**config.mk**
```make
export PLATFORM = sky130hd
export DESIGN_NAME = sl_receiver
export DESIGN_NICKNAME = d
export VERILOG_FILES = /design/src/rtl/sl_pkg.sv /design/src/rtl/sl_sync2.sv /design/src/rtl/sl_receiver.sv
export SDC_FILE = /design/constraint.sdc
export NUM_CORES = 1
export LEC_CHECK = 0
export ABC_AREA = 1
export CAP_MARGIN = 40
export CORE_ASPECT_RATIO = 0.8
export CORE_MARGIN = 2
export CORE_UTILIZATION = 51
export CTS_CLUSTER_DIAMETER = 100
export DETAILED_ROUTE_END_ITERATION = 8
export PLACE_DENSITY = 0.74
export SETUP_SLACK_MARGIN = 0.2
export SYNTH_ARGS = -nofsm -noshare
export SYNTH_HDL_FRONTEND = slang
export SYNTH_SLANG_ARGS = --single-unit
```
**constraint.sdc**
```tcl
create_clock -name clk -period 3.2 [get_ports clk]
set_input_delay 0.32 -clock clk [delete_from_list [all_inputs] [get_ports clk]]
set_output_delay 0.32 -clock clk [all_outputs]
set_load 0.01 [all_outputs]
```
**src/rtl/sl_pkg.sv**
```systemverilog
// rtl/sl_pkg.sv - SL line codes, receiver FSM encoding and word-length helpers.
package sl_pkg;

  localparam logic [1:0] CODE_IDLE = 2'b11;
  localparam logic [1:0] CODE_ONE  = 2'b10;
  localparam logic [1:0] CODE_ZERO = 2'b01;
  localparam logic [1:0] CODE_STOP = 2'b00;

  localparam int MAX_BITS = 32;

  typedef enum logic [2:0] {
    ST_IDLE = 3'd0,
    ST_BIT  = 3'd1,
    ST_GAP  = 3'd2,
    ST_STOP = 3'd3,
    ST_ERR  = 3'd4
  } state_t;

  // Out-of-range word lengths (0 or above 32) fall back to a full 32-bit word.
  function automatic logic [5:0] eff_qty(input logic [5:0] q);
    if (q == 6'd0 || q > 6'(MAX_BITS)) return 6'(MAX_BITS);
    return q;
  endfunction

endpackage

```
**src/rtl/sl_sync2.sv**
```systemverilog
// rtl/sl_sync2.sv - two-flop synchronizer for one SL line; resets to the idle level.
module sl_sync2 (
  input  logic clk,
  input  logic rst_n,
  input  logic d,
  output logic q
);

  logic meta;

  always_ff @(posedge clk or negedge rst_n) begin
    if (!rst_n) begin
      meta <= 1'b1;
      q    <= 1'b1;
    end else begin
      meta <= d;
      q    <= meta;
    end
  end

endmodule

```
**src/rtl/sl_receiver.sv**
```systemverilog
// rtl/sl_receiver.sv - two-wire SL word receiver: decodes bits, parity and stop,
// flags length/parity/level faults.
module sl_receiver
  import sl_pkg::*;
#(
  parameter int TIMEOUT_CYC = 64
) (
  input  logic        clk,
  input  logic        rst_n,
  input  logic        sl0,
  input  logic        sl1,
  input  logic [5:0]  bit_qty,
  input  logic        pce,
  output logic [31:0] data_o,
  output logic        word_valid,
  output logic        parity_err,
  output logic        length_err,
  output logic        level_err,
  output logic        busy
);

  logic        s0, s1;
  logic [1:0]  code;
  logic        is_bit;
  state_t      state, state_nx;

  logic [6:0]  low_cnt;
  logic        timeout;
  logic        idle_seen;

  logic [6:0]  count;
  logic [5:0]  qty_q;
  logic        pce_q;
  logic        cur_bit;
  logic        par_bit;
  logic        ovf;
  logic [31:0] shift, shift_nx;

  logic        capture, start, finish, fault;
  logic [6:0]  cap_pos;
  logic [5:0]  cap_qty;
  logic        len_bad;

  sl_sync2 u_sync0 (.clk(clk), .rst_n(rst_n), .d(sl0), .q(s0));
  sl_sync2 u_sync1 (.clk(clk), .rst_n(rst_n), .d(sl1), .q(s1));

  assign code    = {s0, s1};
  assign is_bit  = (code == CODE_ONE) || (code == CODE_ZERO);
  assign timeout = (code != CODE_IDLE) && (low_cnt >= 7'(TIMEOUT_CYC - 1));
  assign busy    = (state == ST_BIT) || (state == ST_GAP) || (state == ST_STOP);

  always_comb begin
    state_nx = state;
    capture  = 1'b0;
    start    = 1'b0;
    finish   = 1'b0;
    fault    = 1'b0;
    case (state)
      ST_IDLE: begin
        if (is_bit) begin
          start    = 1'b1;
          capture  = 1'b1;
          state_nx = ST_BIT;
        end else if (code == CODE_STOP) begin
          fault = 1'b1;
        end
      end
      ST_BIT: begin
        // A bit must hold its own code until the 11 separator arrives.
        if (code == CODE_IDLE) state_nx = ST_GAP;
        else if (code != {cur_bit, ~cur_bit} || timeout) fault = 1'b1;
      end
      ST_GAP: begin
        if (is_bit) begin
          capture  = 1'b1;
          state_nx = ST_BIT;
        end else if (code == CODE_STOP) begin
          state_nx = ST_STOP;
        end
      end
      ST_STOP: begin
        if (code == CODE_IDLE) begin
          finish   = 1'b1;
          state_nx = ST_IDLE;
        end else if (is_bit || timeout) begin
          fault = 1'b1;
        end
      end
      ST_ERR: begin
        if (code == CODE_IDLE && idle_seen) state_nx = ST_IDLE;
      end
      default: state_nx = ST_IDLE;
    endcase
    if (fault) state_nx = ST_ERR;
  end

  always_comb begin
    cap_pos  = start ? 7'd0 : count;
    cap_qty  = start ? eff_qty(bit_qty) : qty_q;
    shift_nx = start ? 32'd0 : shift;
    if (capture && cap_pos < {1'b0, cap_qty}) shift_nx[cap_pos[4:0]] = s0;
  end

  assign len_bad = ovf || (count != ({1'b0, qty_q} + 7'd1));

  always_ff @(posedge clk or negedge rst_n) begin
    if (!rst_n) state <= ST_IDLE;
    else        state <= state_nx;
  end

  always_ff @(posedge clk or negedge rst_n) begin
    if (!rst_n) begin
      low_cnt   <= 7'd0;
      idle_seen <= 1'b0;
    end else begin
      if (code == CODE_IDLE)     low_cnt <= 7'd0;
      else if (low_cnt != 7'h7F) low_cnt <= low_cnt + 7'd1;
      idle_seen <= (state == ST_ERR) && (code == CODE_IDLE);
    end
  end

  always_ff @(posedge clk or negedge rst_n) begin
    if (!rst_n) begin
      count   <= 7'd0;
      qty_q   <= 6'd0;
      pce_q   <= 1'b0;
      cur_bit <= 1'b0;
      par_bit <= 1'b0;
      ovf     <= 1'b0;
      shift   <= 32'd0;
    end else begin
      shift <= shift_nx;
      if (start) begin
        qty_q   <= eff_qty(bit_qty);
        pce_q   <= pce;
        par_bit <= 1'b0;
      end
      if (capture) begin
        cur_bit <= s0;
        if (cap_pos != 7'h7F) count <= cap_pos + 7'd1;
        if (cap_pos == {1'b0, cap_qty}) par_bit <= s0;
        ovf <= (start ? 1'b0 : ovf) | (cap_pos > {1'b0, cap_qty});
      end
    end
  end

  always_ff @(posedge clk or negedge rst_n) begin
    if (!rst_n) begin
      data_o     <= 32'd0;
      word_valid <= 1'b0;
      parity_err <= 1'b0;
      length_err <= 1'b0;
      level_err  <= 1'b0;
    end else begin
      word_valid <= finish;
      level_err  <= fault;
      parity_err <= 1'b0;
      length_err <= 1'b0;
      if (finish) begin
        data_o     <= shift;
        length_err <= len_bad;
        // Odd parity: data ones plus the parity bit must be odd.
        parity_err <= pce_q && !len_bad && !(^shift ^ par_bit);
      end
    end
  end

endmodule
```
==> impl_metrics.py <==
metrics = {
    "outcome": {
        "outcome": "finished clean",
    },
    "final_layout": {
        "area_growth_pct": 22.7,
        "fill_cells": 898,
        "layout-drive-gt1-share": 0.144,
        "diodes": 0,
        "nNetsFinal": 821,
    },
    "sta": {
        "worst_pin_slew_ps": 724,
        "period_minus_slack_ps": 2960,
        "fin_tns_setup_ps": 0,
        "setup_viol": 0,
        "clock_skew_ps": 9.66,
        "rsz0062_at_grt": "true",
        "slew_headroom": 0.518,
        "hold_viol": 0,
        "post-route-period-util": 0.926,
        "drv_slew": 0,
        "max_freq_mhz": 337,
    },
    "setup_path": {
        "critical_path.startpoint_type": "flip-flop",
        "cp_cell_sequence": "inv_2 > ha_4 > nand3_4 > clkinv_4 > buf_6 > o21ai_4 > inv_2 > ha_4 > nand2_2 > o21ai_2 > o21bai_1 > nand3_2 > nor2_2 > inv_2 > clkbuf_16 > nor3_2 > nand2_1 > o21ai_0",
        "worstSetupPathType": "reg2reg",
        "crit_arrival_ps": 3210,
        "crit_required_ps": 3450,
        "crit_top_cell": "inv_2",
        "cp-end-kind": "flip-flop",
        "path_max_fanout": 16,
        "cpPeakStageDelay_ps": 550,
        "cp_top_family": "simple AND/OR/NAND/NOR gates",
        "path_buf_inv": 6,
        "cpMaxStageDelayCell": "dfstp_2",
    },
    "synthesis": {
        "ys_ff_latch": 100,
        "ys_seq_area_frac": 0.447,
        "synth_fp_nets": 761,
        "synth_area_um2": 5610,
        "syn_inst": 736,
        "synth_warnings": 0,
        "synth_cell_type_count": 35,
        "synth_area_per_cell_um2": 7.62,
    },
    "clock_tree": {
        "cts_hold_buf": 0,
        "cts_inserted_buffers": 9,
        "clk_pin_slew_ps": 70,
        "htreeDepth": 3,
        "cts_num_sinks": 100,
        "clk-insertion-delay-late_ps": 350,
        "cts_root_buffer": "clkbuf_16",
        "cts_tree": "done",
        "cts_buffer_depth": 2,
    },
    "detailed_routing": {
        "drc": 0,
        "ant_nets": 0,
        "vias": 4880,
        "viasPerCell": 5.16,
        "wl_per_cell_um": 13.6,
        "drtIter0Drc": 309,
        "first_pass_iters": 5,
        "wirelength_mm": 12.8,
    },
    "power_and_ir_drop": {
        "ir_worst_vdd_v": 0.000440,
        "total_power_w": 0.00465,
        "leakage_nw": 3.17,
        "power.density_nw_per_um2": 675,
    },
    "die": {
        "die_h_um": 97.8,
        "initial_utilization": 0.519,
        "row_count": 34,
        "ios": 48,
        "die_area_um2": 11900,
        "die_w_um": 121,
        "core_area_um2": 10800,
    },
    "placed_design": {
        "dp_hpwl_mm": 8.75,
        "io_buffers": 47,
        "gp_congestion": 0.845,
    },
    "global_route": {
        "grt_usage": 0.219,
        "overflow": 0,
        "grt_max_degree": 59,
        "grt_pass1_wl_mm": 20.9,
        "antenna_found_initial": 0,
        "grt_pass1_vias": 4501,
    },
    "run": {
        "drv_cap": 0,
    },
    "min_path": {
        "hp-class": "in2async",
    },
}
## worst paths after layout
kind | cells past startpoint | endpoint | from | slack [ps]
setup / recovery | 18 | shift[10] | u_sync1.q | 240
hold / removal | 1 | state[1] | rst_n | 10
setup reg to reg | 18 | shift[10] | u_sync1.q | 240
hold reg to reg | 0 | u_sync0.q | u_sync0.meta | 360
max in group asynchronous | 2 | u_sync1.q | rst_n | 2310
min in group clk | 0 | u_sync0.q | u_sync0.meta | 360
## routing by layer
| metal | up-vias | share of wire | track usage |
|---|---|---|---|
| met1 | 2264 | 0.45 | 0.296 |
| li1 | 2457 | - | - |
| met4 | 0 | 0.016 | 0.0548 |
| met5 | - | 0 | 0 |
| met3 | 20 | 0.056 | 0.0596 |
| met2 | 139 | 0.47 | 0.352 |
## cell usage after synthesis (all sizes together)
cell type,count,share of area
nor3,35,0.058
o31a,1,0.0016
inv,80,0.054
or4,1,0.0013
o21ai,79,0.071
nor4,1,0.0011
clkbuf,15,0.010
o21bai,1,0.0013
nor2,39,0.028
ha,14,0.031
a221oi,1,0.0016
or2,1,0.0011
a21o,1,0.0013
nand2,288,0.20
o21a,1,0.0013
clkinv,5,0.0033
dfrtp,96,0.43
xnor2,13,0.020
xor2,10,0.016
o211ai,3,0.0040
nand3,30,0.029
a21oi,8,0.0071
nor3b,1,0.0013
nand3b,4,0.0054
dfstp,4,0.019
buf,4,0.0080
## repair_timing
item                                    in CTS  in global routing
cloned                                       0                  5
pin swaps                                    0                  7
gates resized for setup                      5                 43
setup buffers                                0                  7
endpoints found under the setup margin      32                 32
## final cells by class
cell class	instances	area, um2	area share
multi-input cells	532	2850	0.414
flip-flops and latches	100	2510	0.364
repair buffers	67	717	0.104
inverters	85	324	0.0471
clock buffers	12	246	0.0358
well taps	144	180	0.0262
clock inverters	4	55.1	0.00799
repair inverters	1	6.26	0.000908
## layout by cell type, fill, tap and decap left out, types with 2 or more instances in the layout
master and count:
o211ai_1 3, clkdlybuf4s50_1 46, buf_4 14, nand3_2 2
nor2_1 36, clkinv_1 4, nand3b_1 4, nand2_4 3
xor2_1 10, nand3_1 27, o21ai_0 69, dfrtp_1 96
buf_12 2, inv_1 66, nor3_4 6, ha_4 5
clkbuf_16 13, nor3_1 4, o21ai_1 3, o21ai_2 6
inv_6 2, clkbuf_1 2, nor2_2 2, nor3_2 25
xnor2_1 13, ha_1 9, dfstp_2 4, nand2_2 6
inv_2 14, nand2_1 279, a21oi_1 7
## report_power, final
| group | internal, W | total (W) | switching, W |
|---|---|---|---|
| sequential | 0.00144 | 0.00160 | 0.000160 |
| combinational | 0.000753 | 0.00195 | 0.00119 |
| clock | 0.000633 | 0.00110 | 0.000468 |
| total | 0.00283 | 0.00465 | 0.00182 |
## registers in the layout, indices dropped and copies added, names as in the netlist, 3 cells and up
name and flops:
count 7, data_o 32, shift 32, low_cnt 7
qty_q 6, state 3
## stage by stage
| stage | cells | hold slack (ps) | setup slack [ps] | utilization | area (um2) |
|---|---|---|---|---|---|
| 3_3_place_gp | 917 | 346 | 246 | 0.577 | 6240 |
| 3_5_place_dp | 917 | 348 | 69.4 | 0.577 | 6240 |
| 6_report | 945 | 12.2 | 236 | 0.637 | 6890 |
| 4_1_cts | 933 | 51.3 | 218 | 0.606 | 6550 |
| 2_1_floorplan | 736 | 24.4 | 204 | - | 5610 |
| 5_1_grt | 945 | 72.7 | 102 | 0.637 | 6890 |
## logic make-up (layout without fill, tap and decap cells)
group                    after synthesis  count (layout)  share of synthesized area
adder cells (fa/ha/maj)               14              14                     0.0312
AO/OA/AOI/OAI                         95              95                     0.0894
flip-flops                           100             100                      0.447
AND/OR/NAND/NOR                      400             400                      0.322
XOR/XNOR                              23              23                     0.0359
buffers and inverters                104             169                     0.0749
Power figures use the tool's default switching activity.
==> variant (same flow settings) <==
Register the inputs `sl0`, `sl1`, `bit_qty` and `pce` before use, cleared by the reset. The logic sees them one clock later.
--- a/src/rtl/sl_receiver.sv
+++ b/src/rtl/sl_receiver.sv
@@ -19,4 +19,23 @@
   output logic        busy
 );
+
+  logic sl0_q;
+  logic sl1_q;
+  logic [5:0] bit_qty_q;
+  logic pce_r;
+
+  always_ff @(posedge clk or negedge rst_n) begin
+    if (!rst_n) begin
+      sl0_q     <= '0;
+      sl1_q     <= '0;
+      bit_qty_q <= '0;
+      pce_r     <= '0;
+    end else begin
+      sl0_q     <= sl0;
+      sl1_q     <= sl1;
+      bit_qty_q <= bit_qty;
+      pce_r     <= pce;
+    end
+  end
 
   logic        s0, s1;
@@ -42,6 +61,6 @@
   logic        len_bad;
 
-  sl_sync2 u_sync0 (.clk(clk), .rst_n(rst_n), .d(sl0), .q(s0));
-  sl_sync2 u_sync1 (.clk(clk), .rst_n(rst_n), .d(sl1), .q(s1));
+  sl_sync2 u_sync0 (.clk(clk), .rst_n(rst_n), .d(sl0_q), .q(s0));
+  sl_sync2 u_sync1 (.clk(clk), .rst_n(rst_n), .d(sl1_q), .q(s1));
 
   assign code    = {s0, s1};
@@ -97,5 +116,5 @@
   always_comb begin
     cap_pos  = start ? 7'd0 : count;
-    cap_qty  = start ? eff_qty(bit_qty) : qty_q;
+    cap_qty  = start ? eff_qty(bit_qty_q) : qty_q;
     shift_nx = start ? 32'd0 : shift;
     if (capture && cap_pos < {1'b0, cap_qty}) shift_nx[cap_pos[4:0]] = s0;
@@ -132,6 +151,6 @@
       shift <= shift_nx;
       if (start) begin
-        qty_q   <= eff_qty(bit_qty);
-        pce_q   <= pce;
+        qty_q   <= eff_qty(bit_qty_q);
+        pce_q   <= pce_r;
         par_bit <= 1'b0;
       end
Function: changed (a bounded check fails within 4 cycles, from zero or initial values and one cycle with rst_n low).
==> variant against the original RTL <==
The flow now finishes with violations (negative hold slack). Clock power fell by 4%. Core utilization rose by 2.4 points. Setup slack lost 0.067 ns. Routed wire length is 2.1% lower. Sequential cell count up 9. Total power rose by 1.6%. Cell area shrank 0.15%. First-iteration DRC count fell by 20%. Synthesized area is 1.6% lower. Largest cell class is now flip-flops and latches.
==> variant: results (changes against the original RTL) <==
* WL/cell at 14.00 um (+3.2%)
* Largest net degree at the start of global routing at 52 (-12%)
* Buffer share of cell area at 10.35% (-0.058 points)
* Post-CTS setup buffer count at 1 (+1)
* Vias in the first global route at 4453 (-1.1%)
* Cells after Synth at 684 (-7.1%)
* DP HPWL at 8535 um (-2.4%)
* Worst EP arrival at 3.27 ns (+0.06 ns)
* Register area at 2733 um^2 (+9.0%)
* Critical path destination: shift[13]
* First-pass GRT wire length at 20670 um (-0.89%)
* WHS at -0.01281 ns (-0.02504 ns)
* Mapped Nets at 709 (-6.8%)
* Violated checks: negative hold slack
* Clock power share at 22.5% (-1.2 points)
* Multi-input logic cell count at 492 (-7.5%)
* Final clock-cell share at 4.076% (-0.30 points)
* Area share of fa/ha/maj cells after synthesis at 3.173% (+0.052 points)
* WL met2 at 6082 um (+0.15%)
* Leading post-synthesis cells by cell area: dfrtp_1 (48%), nand2_1 (17%), o21ai_0 (4.9%)
* Routability Congestion at 0.8448 (about the same)
* Final net count at 776 (-5.5%)
* Grt met1 use at 28.96% (-0.65 points)
* Logic inverters at 66 (-23%)
* Headroom to the max-slew limit at 51.76% (about the same)
* Final hold vios at 25 (+25)
* Top cells by count, synth: nand2_1 (246), dfrtp_1 (105), inv_1 (58), o21ai_0 (54), nor2_1 (49)
* Filler Cells Inserted at 826 (-8.0%)
* Post-Synth XOR/XNOR Area at 4.760% (+1.2 points)
* Met3 WL post-DR at 651 um (-9.3%)
* Status: finished, violations left
* M1 WL at 5521 um (-5.1%)
* Worst-path maximum fanout at 6 (-10)
* P_clk at 1.06 mW (-4%)
* Routed vias/inst at 5.190 (+0.50%)
* Non-clock buffer count at 73 (+9.0%)
* Share of cells above drive strength 1 at 14.55% (+0.19 points)
* Compound-Gate Fraction of Synth Area at 9.180% (+0.24 points)
* Clock Buffer Count at 13 (+1)
-- variant: cell types whose count changed after synthesis, sizes merged, moves of 8 or more --
cell   before  now
nand2     288  251
nor3       35    5
dfrtp      96  105
nor2       39   51
inv        80   65
nor4        1    9
a21oi       8   17
o21ai      79   58
-- variant: through the flow --
step | setup WS [ns] | instance area [um^2]
floorplan | 0.2133 | 5542
global placement | 0.08728 | 6212
detailed placement | -0.02939 | 6212
CTS | 0.1694 | 6571
global route | 0.03495 | 6877
finish | 0.1690 | 6877
-- variant: worst max-delay path, cell delays in order (launching register included) --
cell and delay (ns):
dfstp_2 0.56, inv_2 0.06, ha_4 0.27, inv_4 0.05, nor2_8 0.13, nand2_8 0.10, clkinvlp_4 0.16, nand3_2 0.09
o21ai_2 0.09, inv_2 0.07, ha_4 0.21, a21o_1 0.17, a21oi_2 0.20, nand3_4 0.13, nor2_8 0.16, buf_6 0.16
nand3_2 0.07, nor2_1 0.14, a21oi_1 0.06
